`config.mk`:
```
export PLATFORM = sky130hd
export DESIGN_NAME = cp0_regfile
export DESIGN_NICKNAME = d
export VERILOG_FILES = /design/src/rtl/cp0_regfile.sv
export SDC_FILE = /design/constraint.sdc
export NUM_CORES = 1
export LEC_CHECK = 0
export ABC_AREA = 1
export BUFFER_PORTS_ARGS = -buffer_cell sky130_fd_sc_hd__buf_2
export CORE_MARGIN = 2
export CORE_UTILIZATION = 48
export DETAILED_ROUTE_END_ITERATION = 10
export HOLD_SLACK_MARGIN = 0.15
export PLACE_DENSITY = 0.81
export SLEW_MARGIN = 20
export SYNTH_ARGS = -nofsm -noshare
export SYNTH_HDL_FRONTEND = slang
export SYNTH_SLANG_ARGS = --single-unit
```
`constraint.sdc`:
```
create_clock -name clk -period 3.25 [get_ports clk]
set_clock_uncertainty 0.15 [all_clocks]
set_input_delay 0.4875 -clock clk [delete_from_list [all_inputs] [get_ports clk]]
set_output_delay 0.4875 -clock clk [all_outputs]
set_load 0.1 [all_outputs]
```
`src/rtl/cp0_regfile.sv`:
```
// CP0 register file and timer: BadVAddr, Count, Compare, Status, Cause, EPC.
// Define CP0_TIMER_EN to build the Count/Compare timer; otherwise they read as 0.
module cp0_regfile #(
  parameter logic [31:0] STATUS_RESET = 32'h0040_0000,
  parameter int          COUNT_DIV    = 2
) (
  input  logic        clk,
  input  logic        rst,
  input  logic [15:0] cp0_ctrl,
  input  logic        cp0_dsel,
  input  logic [2:0]  cp0_osel,
  input  logic [31:0] wdata,
  input  logic [31:0] pc_w,
  input  logic [31:0] data_addr_w,
  input  logic [5:0]  hw_int,
  output logic [31:0] rdata,
  output logic [31:0] epc,
  output logic [31:0] status,
  output logic [31:0] cause,
  output logic        int_req,
  output logic        timer_int
);

  logic       compare_wden;
  logic       count_wden;
  logic       cp0_choice;
  logic       badaddr_wden;
  logic       badaddr_choice;
  logic       status_wden;
  logic       exl_choice;
  logic       exl_wden;
  logic       bd_wden;
  logic       bd_choice;
  logic       ip10_wden;
  logic       exc_wden;
  logic [2:0] exc_choice;
  logic       epc_wden;

  assign compare_wden   = cp0_ctrl[15];
  assign count_wden     = cp0_ctrl[14];
  assign cp0_choice     = cp0_ctrl[13];
  assign badaddr_wden   = cp0_ctrl[12];
  assign badaddr_choice = cp0_ctrl[11];
  assign status_wden    = cp0_ctrl[10];
  assign exl_choice     = cp0_ctrl[9];
  assign exl_wden       = cp0_ctrl[8];
  assign bd_wden        = cp0_ctrl[7];
  assign bd_choice      = cp0_ctrl[6];
  assign ip10_wden      = cp0_ctrl[5];
  assign exc_wden       = cp0_ctrl[4];
  assign exc_choice     = cp0_ctrl[3:1];
  assign epc_wden       = cp0_ctrl[0];

  // An exception in flight blocks every software write this cycle
  logic mtc0;
  assign mtc0 = cp0_dsel & ~cp0_choice;

  logic [31:0] epc_q;
  logic [31:0] badvaddr_q;
  logic [7:0]  im_q;
  logic        exl_q;
  logic        ie_q;
  logic        bd_q;
  logic [4:0]  exc_q;
  logic [1:0]  ip10_q;
  logic [5:0]  hw_q;
  logic        ti;
  logic [31:0] count_rd;
  logic [31:0] compare_rd;

  always_ff @(posedge clk or posedge rst) begin
    if (rst) begin
      epc_q <= '0;
    end else if (epc_wden) begin
      if (cp0_choice)
        epc_q <= bd_choice ? pc_w - 32'd4 : pc_w;
      else if (cp0_dsel)
        epc_q <= wdata;
    end
  end

  always_ff @(posedge clk or posedge rst) begin
    if (rst) begin
      badvaddr_q <= '0;
    end else if (badaddr_wden) begin
      badvaddr_q <= badaddr_choice ? data_addr_w : pc_w;
    end
  end

  always_ff @(posedge clk or posedge rst) begin
    if (rst) begin
      im_q  <= STATUS_RESET[15:8];
      exl_q <= STATUS_RESET[1];
      ie_q  <= STATUS_RESET[0];
    end else begin
      if (status_wden & mtc0) begin
        im_q  <= wdata[15:8];
        exl_q <= wdata[1];
        ie_q  <= wdata[0];
      end
      if (exl_wden)
        exl_q <= exl_choice;
    end
  end

  logic [4:0] exc_next;
  logic       exc_vld;

  always_comb begin
    exc_next = exc_q;
    exc_vld  = 1'b1;
    case (exc_choice)
      3'b001:  exc_next = 5'd4;
      3'b010:  exc_next = 5'd5;
      3'b011:  exc_next = 5'd8;
      3'b100:  exc_next = 5'd9;
      3'b101:  exc_next = 5'd10;
      3'b110:  exc_next = 5'd12;
      3'b111:  exc_next = 5'd0;
      default: exc_vld  = 1'b0;
    endcase
  end

  always_ff @(posedge clk or posedge rst) begin
    if (rst) begin
      bd_q   <= 1'b0;
      exc_q  <= '0;
      ip10_q <= '0;
      hw_q   <= '0;
    end else begin
      hw_q <= hw_int;
      if (bd_wden)
        bd_q <= bd_choice;
      if (exc_wden & exc_vld)
        exc_q <= exc_next;
      if (ip10_wden & mtc0)
        ip10_q <= wdata[9:8];
    end
  end

`ifdef CP0_TIMER_EN
  localparam int DW = (COUNT_DIV > 1) ? $clog2(COUNT_DIV) : 1;
  localparam logic [DW-1:0] DIV_LAST = DW'(COUNT_DIV - 1);

  logic [31:0]   count_q;
  logic [31:0]   compare_q;
  logic [DW-1:0] div_q;
  logic          ti_q;

  always_ff @(posedge clk or posedge rst) begin
    if (rst) begin
      count_q <= '0;
      div_q   <= '0;
    end else if (count_wden & mtc0) begin
      count_q <= wdata;
      div_q   <= '0;
    end else if (div_q == DIV_LAST) begin
      count_q <= count_q + 32'd1;
      div_q   <= '0;
    end else begin
      div_q <= div_q + 1'b1;
    end
  end

  // A Compare write acknowledges the timer and beats a same-cycle match
  always_ff @(posedge clk or posedge rst) begin
    if (rst) begin
      compare_q <= '0;
      ti_q      <= 1'b0;
    end else if (compare_wden & mtc0) begin
      compare_q <= wdata;
      ti_q      <= 1'b0;
    end else if (count_q == compare_q) begin
      ti_q <= 1'b1;
    end
  end

  assign ti         = ti_q;
  assign count_rd   = count_q;
  assign compare_rd = compare_q;
`else
  logic unused_timer;
  assign unused_timer = &{1'b0, compare_wden, count_wden};
  assign ti           = 1'b0;
  assign count_rd     = '0;
  assign compare_rd   = '0;
`endif

  assign status = {STATUS_RESET[31:16], im_q, STATUS_RESET[7:2], exl_q, ie_q};
  assign cause  = {bd_q, ti, 14'b0, hw_q[5] | ti, hw_q[4:0],
                   ip10_q, 1'b0, exc_q, 2'b00};
  assign epc       = epc_q;
  assign timer_int = ti;
  assign int_req   = ie_q & ~exl_q & (|(cause[15:8] & status[15:8]));

  always_comb begin
    rdata = '0;
    case (cp0_osel)
      3'b000:  rdata = epc_q;
      3'b001:  rdata = status;
      3'b010:  rdata = cause;
      3'b011:  rdata = badvaddr_q;
      3'b100:  rdata = count_rd;
      3'b101:  rdata = compare_rd;
      default: rdata = '0;
    endcase
  end

endmodule
```
==> flow_summary.toml, run 1 <==
[critical_path]
end_kind = "output port"
r2r_start = "exl_q"
timing.rr.end = "exl_q"
r2r_setup_slack_ps = 2320
worstPathArrival_ps = 2050
cpPeakStageDelay_ps = 590
cp_max_fo = 19
crit_buf_inv = 4
cp-start-kind = "input pin"
r2r_cells = 2
path_class = "in -> out"
path_cells = "buf_2 > inv_1 > nand2_1 > clkinv_1 > nand2_1 > o221ai_1 > buf_12"
cpLargestDelayFamily = "buffers and inverters"
crit_top_cell = "nand2_1"
critPathSlowestCell = "clkinv_1"
cp.required_ps = 2610

[sta]
max_freq_mhz = 372
hold_viol_final = 0
fin_crit_sh_pct = 82.8
timing.hold.ws_ps = 205
slew_viol_final = 0
setup_viol_count_final = 0
setup-tns-final_ps = 0
relSlewSlack_pct = 36.1
worstMarginPinSlew_ps = 959
rsz0062_at_grt = "false"
fin_crit_ps = 2690

[floorplan]
die_h_um = 111
die-area_um2 = 12400
core_um2 = 11300
die-width_um = 111
rows = 39
initial_core_util_pct = 48.9
ios = 254

[finish]
drive_gt1_share_pct = 26.6
syn2layout_area_growth_pct = 33.9
postLayoutCoreUtil_pct = 65.4
antenna_cells = 0
final_area_um2 = 7410
final_cell_mix = "184 x nand2_1, 178 x buf_2, 115 x nor2_1, 87 x dfrtp_1, 73 x inv_1"
final_common_cell = "nand2_1"
fin_nets = 1104
fillerInstances = 996

[global_route]
grt_overflow = 0
grt_max_degree = 57
grt_pass1_wl_mm = 29.1
grt_use_total_pct = 29.2
antenna_found_initial = 2
grt_pass1_vias = 5774

[hold_path]
hp-start = "cp0_ctrl[9]"
whs_path_depth = 3
hold_path_class = "in -> reg"
min_to = "exl_q"

[place]
place.gp.congestion = 0.913
place_area_um2 = 7030
dp_hpwl_mm = 13.6
port_buffers = 209

[power_and_ir_drop]
irDropWorstVdd_uv = 379
leakage_nw = 3.73
power_density_nw_per_um2 = 573

[clock_network]
cts_made_buffers = 9
cts-hold-fix-buffers = 7
root_buffer = "clkbuf_16"
cts_sinks = 87
cts_resized = 0
cts_setup_buffers = 0
htree_levels = 3
clkTransAtPathRegs_ps = 70
cts_tree = "built"
insertion_delay_ps = 340
cts_buffer_depth = 2

[synth]
syn_avg_cell_area_um2 = 7.11
synth_edf_count = 0
synth_async_sr_flop_share_pct = 100
synth_flop_cell = "dfrtp_1"
synth_cell_types = 38
ys_ff_latch = 87
yosysSeqAreaShare_pct = 39.4
synth_area_um2 = 5530
syn_inst = 778
ys_warn_count = 0

[route]
vias = 5976
viasPerCell = 5.30
ant_nets = 0
dr.pass1.iters = 5
drcViolationCount = 0
wl_per_cell_um = 16.3
initialDrtViolationCount = 409
routed_wl_mm = 18.3

[run]
maxCapViolCount = 0

[run_status]
outcome = "completed"
## sequential cells by signal (all words and copies together), names as in the netlist
| name | count |
|---|---|
| badvaddr_q | 32 |
| epc | 32 |
| im_q | 8 |
| hw_q | 6 |
| exc_q | 4 |
| ip10_q | 2 |
| bd_q | 1 |
| exl_q | 1 |
| ie_q | 1 |
## worst min-delay path: cells and delay by family
| family | cells | cell delay [ps] |
|---|---|---|
| buf+inv | 1 | 80 |
| simple gates | 1 | 40 |
| compound gates | 1 | 60 |
## per-stage QoR
stage	total power, mW	setup WS (ps)	cells
3_3_place_gp	3.17	637	1104
5_1_grt	4.39	493	1127
6_report	4.24	559	1127
4_1_cts	4.25	573	1127
3_5_place_dp	3.18	593	1104
2_1_floorplan	2.77	-633	818
## final cells by class
| class | instances | area [um^2] | area share [%] |
|---|---|---|---|
| clock buffers | 10 | 239 | 3.23 |
| clock inverters | 6 | 68.8 | 0.929 |
| inverters | 79 | 298 | 4.02 |
| multi-input cells | 576 | 2790 | 37.6 |
| flip-flops and latches | 87 | 2180 | 29.4 |
| well taps | 143 | 179 | 2.42 |
| repair buffers | 226 | 1660 | 22.4 |
## synth_stat cells (4+ instances only)
library cell	instances	area (um^2)
o211ai_1	11	82.6
o21bai_1	4	30.0
inv_1	74	278
buf_4	45	338
o221ai_1	5	43.8
nand4_1	11	68.8
a21oi_1	24	120
o22ai_1	26	163
a31oi_1	10	62.6
xor2_1	11	96.3
inv_2	4	15.0
nand2_1	184	691
nor2_1	115	432
nand3_1	21	105
dfrtp_1	87	2180
o21ai_0	70	350
clkbuf_1	25	93.8
a22oi_1	10	75.1
## power by group
| part | internal [mW] | total, mW | switching, mW |
|---|---|---|---|
| clock | 0.621 | 1.07 | 0.447 |
| combinational | 0.365 | 1.87 | 1.51 |
| sequential | 1.21 | 1.30 | 0.0917 |
## how the worst max path moves through the flow
| stage | end | startpoint | slack [ps] | depth (start not counted) |
|---|---|---|---|---|
| final | rdata[31] | cp0_osel[0] | 560 | 7 |
| after global routing | rdata[31] | cp0_osel[0] | 490 | 7 |
| after CTS | rdata[31] | cp0_osel[0] | 570 | 7 |
| after detailed placement | rdata[31] | cp0_osel[0] | 590 | 7 |
| after global placement | rdata[31] | cp0_osel[2] | 640 | 7 |
| after floorplan | rdata[16] | cp0_osel[1] | -630 | 5 |
## cell families (layout without fill, tap and decap cells)
kind of cell             after synthesis  in the layout  synth area share [%]
AND/OR/NAND/NOR                      351            351                  26.7
AO/OA/AOI/OAI                        171            171                  18.2
XOR/XNOR                              11             11                  1.74
other                                  2             42                 0.136
buffers and inverters                155            321                  13.6
adder cells (fa/ha/maj)                1              1                 0.226
flip-flops                            87             87                  39.4
## layer usage
metal	global-route usage (%)	routed length (um)	up-vias	part of all wire, %
met2	49.6	8790	330	48
met3	5.93	1620	34	8.8
met5	0	0	-	0
li1	-	-	2859	-
met4	10.0	474	0	2.6
met1	37.5	7430	2753	41
No activity file was read; power rests on OpenSTA's default activity.
==> inputs of run 2 (changes only) <==
==> constraint.sdc (replaced) <==
create_clock -name clk -period 2.5 [get_ports clk]
set_clock_uncertainty 0.15 [all_clocks]
set_input_delay 0.375 -clock clk [delete_from_list [all_inputs] [get_ports clk]]
set_output_delay 0.375 -clock clk [all_outputs]
set_load 0.1 [all_outputs]
==> flow_summary.toml, run 2 (synthesis gave the netlist of run 1 again) <==
[floorplan]
die-area_um2 = 12400
rows = 39
die_h_um = 111
die-width_um = 111
initial_core_util_pct = 48.9
core_um2 = 11300
ios = 254

[route]
dr.pass1.iters = 5
routed_wl_mm = 19.3
wl_per_cell_um = 16.6
vias = 6215
viasPerCell = 5.33
drcViolationCount = 0
ant_nets = 0
initialDrtViolationCount = 428

[global_route]
grt_overflow = 0
antenna_found_initial = 1
grt_pass1_wl_mm = 31.1
grt_pass1_vias = 6309
grt_use_total_pct = 31.5
grt_max_degree = 49

[critical_path]
end_kind = "output port"
r2r_start = "badvaddr_q[0]"
r2r_setup_slack_ps = 1100
crit_top_cell = "buf_12"
crit_buf_inv = 5
worstPathArrival_ps = 1760
path_class = "in -> out"
cp-start-kind = "input pin"
cp_max_fo = 10
path_cells = "buf_2 > inv_1 > nand2_4 > clkinv_1 > buf_12 > nand2_1 > o221ai_2 > buf_12"
cpPeakStageDelay_ps = 400
cp.required_ps = 1980
r2r_cells = 3
critPathSlowestCell = "clkinv_1"
cpLargestDelayFamily = "buffers and inverters"
timing.rr.end = "badvaddr_q[0]"

[finish]
postLayoutCoreUtil_pct = 69.9
final_common_cell = "nand2_1"
final_cell_mix = "182 x nand2_1, 177 x buf_2, 114 x nor2_1, 83 x dfrtp_1, 70 x inv_1"
syn2layout_area_growth_pct = 43.0
fin_nets = 1143
drive_gt1_share_pct = 27.0
fillerInstances = 925
antenna_cells = 0

[clock_network]
cts_setup_buffers = 0
cts_made_buffers = 9
insertion_delay_ps = 350
root_buffer = "clkbuf_16"
clkTransAtPathRegs_ps = 60
cts_buffer_depth = 2
htree_levels = 3
cts_tree = "built"
cts_sinks = 87

[sta]
setup-tns-final_ps = 0
setup_viol_count_final = 0
slew_viol_final = 0
worstMarginPinSlew_ps = 600
timing.hold.ws_ps = 156
hold_viol_final = 0
max_freq_mhz = 437
rsz0062_at_grt = "false"
fin_crit_sh_pct = 91.5
finalWorstSetupSlack_ps = 213
fin_crit_ps = 2290
relSlewSlack_pct = 59.9

[power_and_ir_drop]
irDropWorstVdd_uv = 759
power_density_nw_per_um2 = 709
leakage_nw = 3.91

[place]
pre_cts_ws_ps = 233
place.gp.congestion = 0.917
port_buffers = 209
dp_hpwl_mm = 13.5

[hold_path]
hp-start = "data_addr_w[24]"
whs_path_depth = 3
min_to = "badvaddr_q[24]"
hold_path_class = "in -> reg"

[run]
maxCapViolCount = 0

[run_status]
outcome = "completed"
run 2: changes by cell type in the layout (fill, tap and decap cells not counted), moves of 3 or more:
cell,delta
dfrtp_1,-4
o221ai_2,-3
inv_1,-3
o21ai_2,+3
o21ai_0,-14
dfrtp_2,+4
dlygate4sd3_1,+36
o221ai_4,+4
buf_12,+3
o21ai_1,+12
run 2: timing repair:
action | 4_1_cts | 5_1_grt
hold buffers | 43 | 0
setup endpoints to repair | 0 | 0
gates resized for setup | 0 | 0
hold endpoints to repair | 52 | 0
run 2: cell type report:
cell class              count  area, um^2  share of cell area, %
inverters                  79         303                   3.83
well taps                 143         179                   2.26
flip-flops and latches     87        2180                   27.6
clock inverters             3        42.5                  0.538
repair buffers            265        2080                   26.3
clock buffers              13         260                   3.29
multi-input cells         576        2860                   36.2
run 2: worst max-delay path by stage:
stage                      startpoint        end  slack, ps  cells after the start
after floorplan               im_q[0]    int_req       -570                      4
after global placement    cp0_osel[0]  rdata[31]        280                      8
after detailed placement  cp0_osel[0]  rdata[31]        230                      8
after CTS                 cp0_osel[0]  rdata[31]        220                      8
after global routing      cp0_osel[0]  rdata[18]        120                      8
final                     cp0_osel[0]  rdata[31]        210                      8
run 2: worst register-to-register path: stages (launching register included):
cell and delay, ps:
dfrtp_1 380, nor2_1 100, a31oi_1 60, dlygate4sd3_1 590
run 2: where the power goes:
part / internal (mW) / switching [mW]
Sequential: 1.58 / 0.118
Combinational: 0.533 / 2.00
Clock: 0.828 / 0.554
Total: 2.94 / 2.67
run 2: through the flow:
step / power [mW] / cell area [um^2] / cells
3_5_place_dp: 4.17 / 7180 / 1107
5_1_grt: 5.81 / 7910 / 1166
2_1_floorplan: 3.63 / 5830 / 818
4_1_cts: 5.60 / 7910 / 1166
3_3_place_gp: 4.14 / 7180 / 1107
6_report: 5.61 / 7910 / 1166
run 2: per-layer routing:
layer | share of wire (%) | up-vias | routed length, um | track usage (%)
li1 | - | 2948 | - | -
met1 | 38 | 2873 | 7410 | 37.7
met3 | 8.3 | 48 | 1600 | 7.78
met5 | 0.067 | - | 13 | 0
met2 | 50 | 344 | 9680 | 54.7
met4 | 3.1 | 2 | 601 | 12.4
==> inputs of run 3 (changes only) <==
--- a/config.mk
+++ b/config.mk
@@ -5,13 +5,12 @@
 export SDC_FILE = /design/constraint.sdc
 export NUM_CORES = 1
 export LEC_CHECK = 0
-export ABC_AREA = 1
 export BUFFER_PORTS_ARGS = -buffer_cell sky130_fd_sc_hd__buf_2
 export CORE_MARGIN = 2
-export CORE_UTILIZATION = 48
+export CORE_UTILIZATION = 47
 export DETAILED_ROUTE_END_ITERATION = 10
 export HOLD_SLACK_MARGIN = 0.15
-export PLACE_DENSITY = 0.81
+export PLACE_DENSITY = 0.8
 export SLEW_MARGIN = 20
 export SYNTH_ARGS = -nofsm -noshare
 export SYNTH_HDL_FRONTEND = slang
==> flow_summary.toml, run 3 <==
[hold_path]
min_to = "im_q[2]"
hold_path_class = "in -> reg"
whs_path_depth = 2
hp-start = "wdata[10]"

[finish]
syn2layout_area_growth_pct = 42.1
final_area_um2 = 7640
drive_gt1_share_pct = 39.9
final_common_cell = "buf_2"
finalNonFillerCells = 935
final_cell_mix = "185 x buf_2, 86 x dfrtp_1, 57 x a21oi_1, 44 x nor2_1, 42 x conb_1"
fin_nets = 909

[synth]
synth_cell_types = 51
synth_xor_area_share_pct = 4.24
synth_top_family_by_area = "simple AND/OR/NAND/NOR gates"
synth_compound_area_share_pct = 15.5
synthTopCellsByArea = "dfrtp_1 40%, mux2i_1 7.1%, buf_4 6.4%"
yosys.area.top_type = "dfrtp_1"
syn_inst = 571
synth_flop_cell = "dfrtp_1"
synth_edf_count = 0
ys_warn_count = 0
synth_simple_gate_area_share_pct = 16.0
ys_ff_latch = 87
synth.area.mux_share_pct = 13.8
ys_top_cells_by_count = "87 x dfrtp_1, 69 x nor2_1, 57 x a21oi_1, 46 x buf_4, 38 x mux2i_1"
synthAdderAreaFrac_pct = 0.233
yosysSeqAreaShare_pct = 40.5
synth_area_um2 = 5380
yosysMostFrequentCell = "dfrtp_1"
synth_top_area_share_pct = 40.5
synth_async_sr_flop_share_pct = 100
syn_avg_cell_area_um2 = 9.42

[critical_path]
crit_top_cell = "buf_2"
worstSetupStartpoint = "cp0_osel[0]"
timing.rr.end = "exl_q"
end_kind = "output port"
worstPathArrival_ps = 1780
path_class = "in -> out"
cp-start-kind = "input pin"
path_cells = "buf_2 > buf_4 > mux4_2 > nor2b_4 > buf_2"
r2r_cells = 3
cp.required_ps = 1980
r2r_setup_slack_ps = 1020
r2r_start = "exl_q"
critPathSlowestCell = "mux4_2"
cpPeakStageDelay_ps = 540
cp_max_fo = 17

[floorplan]
rows = 39
initial_core_util_pct = 47.7
core_um2 = 11300
die-width_um = 111
ios = 254
die-area_um2 = 12300
die_h_um = 111

[route]
dr.pass1.iters = 5
wl_per_cell_um = 18.1
initialDrtViolationCount = 342
drcViolationCount = 0
vias = 5193
ant_nets = 0
viasPerCell = 5.55
routed_wl_mm = 17.0

[clock_network]
cts_sinks = 87
insertion_delay_ps = 330
root_buffer = "clkbuf_16"
cts_buffer_depth = 2
clkTransAtPathRegs_ps = 60
htree_levels = 3
cts_tree = "built"
cts_made_buffers = 9

[global_route]
antenna_found_initial = 3
grt_overflow = 0
grt_pass1_wl_mm = 26.9
grt_use_total_pct = 27.3
grt_pass1_vias = 5231
grt_max_degree = 46

[sta]
relSlewSlack_pct = 47.0
fin_crit_sh_pct = 92.2
worstMarginPinSlew_ps = 794
hold_viol_final = 0
max_freq_mhz = 434
rsz0062_at_grt = "false"
setup-tns-final_ps = 0
fin_crit_ps = 2300
setup_viol_count_final = 0
slew_viol_final = 0

[run_status]
outcome = "completed"

[place]
dp_hpwl_mm = 12.6
port_buffers = 209
dpl.cell_count = 899
place.gp.congestion = 0.858
place_area_um2 = 7100

[power_and_ir_drop]
irDropWorstVdd_uv = 477
leakage_nw = 3.50
finalPower_mw = 5.91
power_density_nw_per_um2 = 773

[run]
maxCapViolCount = 0
run 3: cell types whose count changed in the layout (fill, tap and decap cells not counted), moves of 16 or more:
cell / delta
o22ai_1: -26
dlygate4sd3_1: -26
nor3b_1: +17
xnor2_1: +17
o21ai_0: -23
nor2_1: -70
inv_1: -66
nor2_4: +21
mux2_2: +16
a21oi_1: +33
nand3_1: -20
nand2_1: -157
mux2i_1: +38
run 3: through the flow:
stage / utilization, % / setup WS (ps) / hold WS [ps]
final: 67.8 / 196 / 161
after global routing: 67.8 / 127 / 168
after CTS: 67.6 / 20.8 / 156
after detailed placement: 63.0 / 27.2 / 334
after global placement: 63.0 / 91.9 / 334
after floorplan: - / -279 / 256
run 3: kinds of logic (layout without fill, tap and decap cells):
family,after synthesis,after routing
muxes,62,62
AOI/OAI and AO/OA,144,144
DFF,87,87
and+or+nand+nor,161,161
buffers and inverters,88,266
xor gates and xnor gates,26,26
other,2,45
adders and majority gates,1,1
run 3: worst max-delay path, delay by kind of cell:
family	cells	cell delay [ps]
buf+inv	3	710
simple gates	1	140
mux	1	540
run 3: routing by layer:
layer  GRT usage [%]  part of all wire (%)
met2            46.5                    50
met1            33.3                    39
met3            5.69                   7.1
met4            12.6                   3.2
met5               0                     0
run 3: repair_timing:
item / 4_1_cts / 5_1_grt
hold endpoints to repair: 51 / 0
buffers inserted: 0 / 0
setup endpoints to repair: 0 / 22
resized for setup: 0 / 2
hold buffers: 17 / 0
run 3: worst max-delay path by stage:
stage	slack, ps	depth (start not counted)	to
5_1_grt	130	7	rdata[29]
3_3_place_gp	90	5	rdata[18]
2_1_floorplan	-280	3	int_req
6_report	200	5	rdata[15]
3_5_place_dp	30	5	rdata[5]
4_1_cts	20	4	int_req
run 3: area by class of cell:
type	instances	area, um^2
Fill cell	877	3630
Antenna cell	3	7.51
Inverter	5	22.5
Clock buffer	11	253
Tap cell	143	179
Sequential cell	87	2180
Multi-Input combinational cell	436	3120
Timing Repair Buffer	245	1780
Clock inverter	5	104
run 3: power breakdown:
group | switching [mW] | internal, mW
registers | 0.150 | 1.58
logic | 2.00 | 0.586
clock network | 0.553 | 1.03
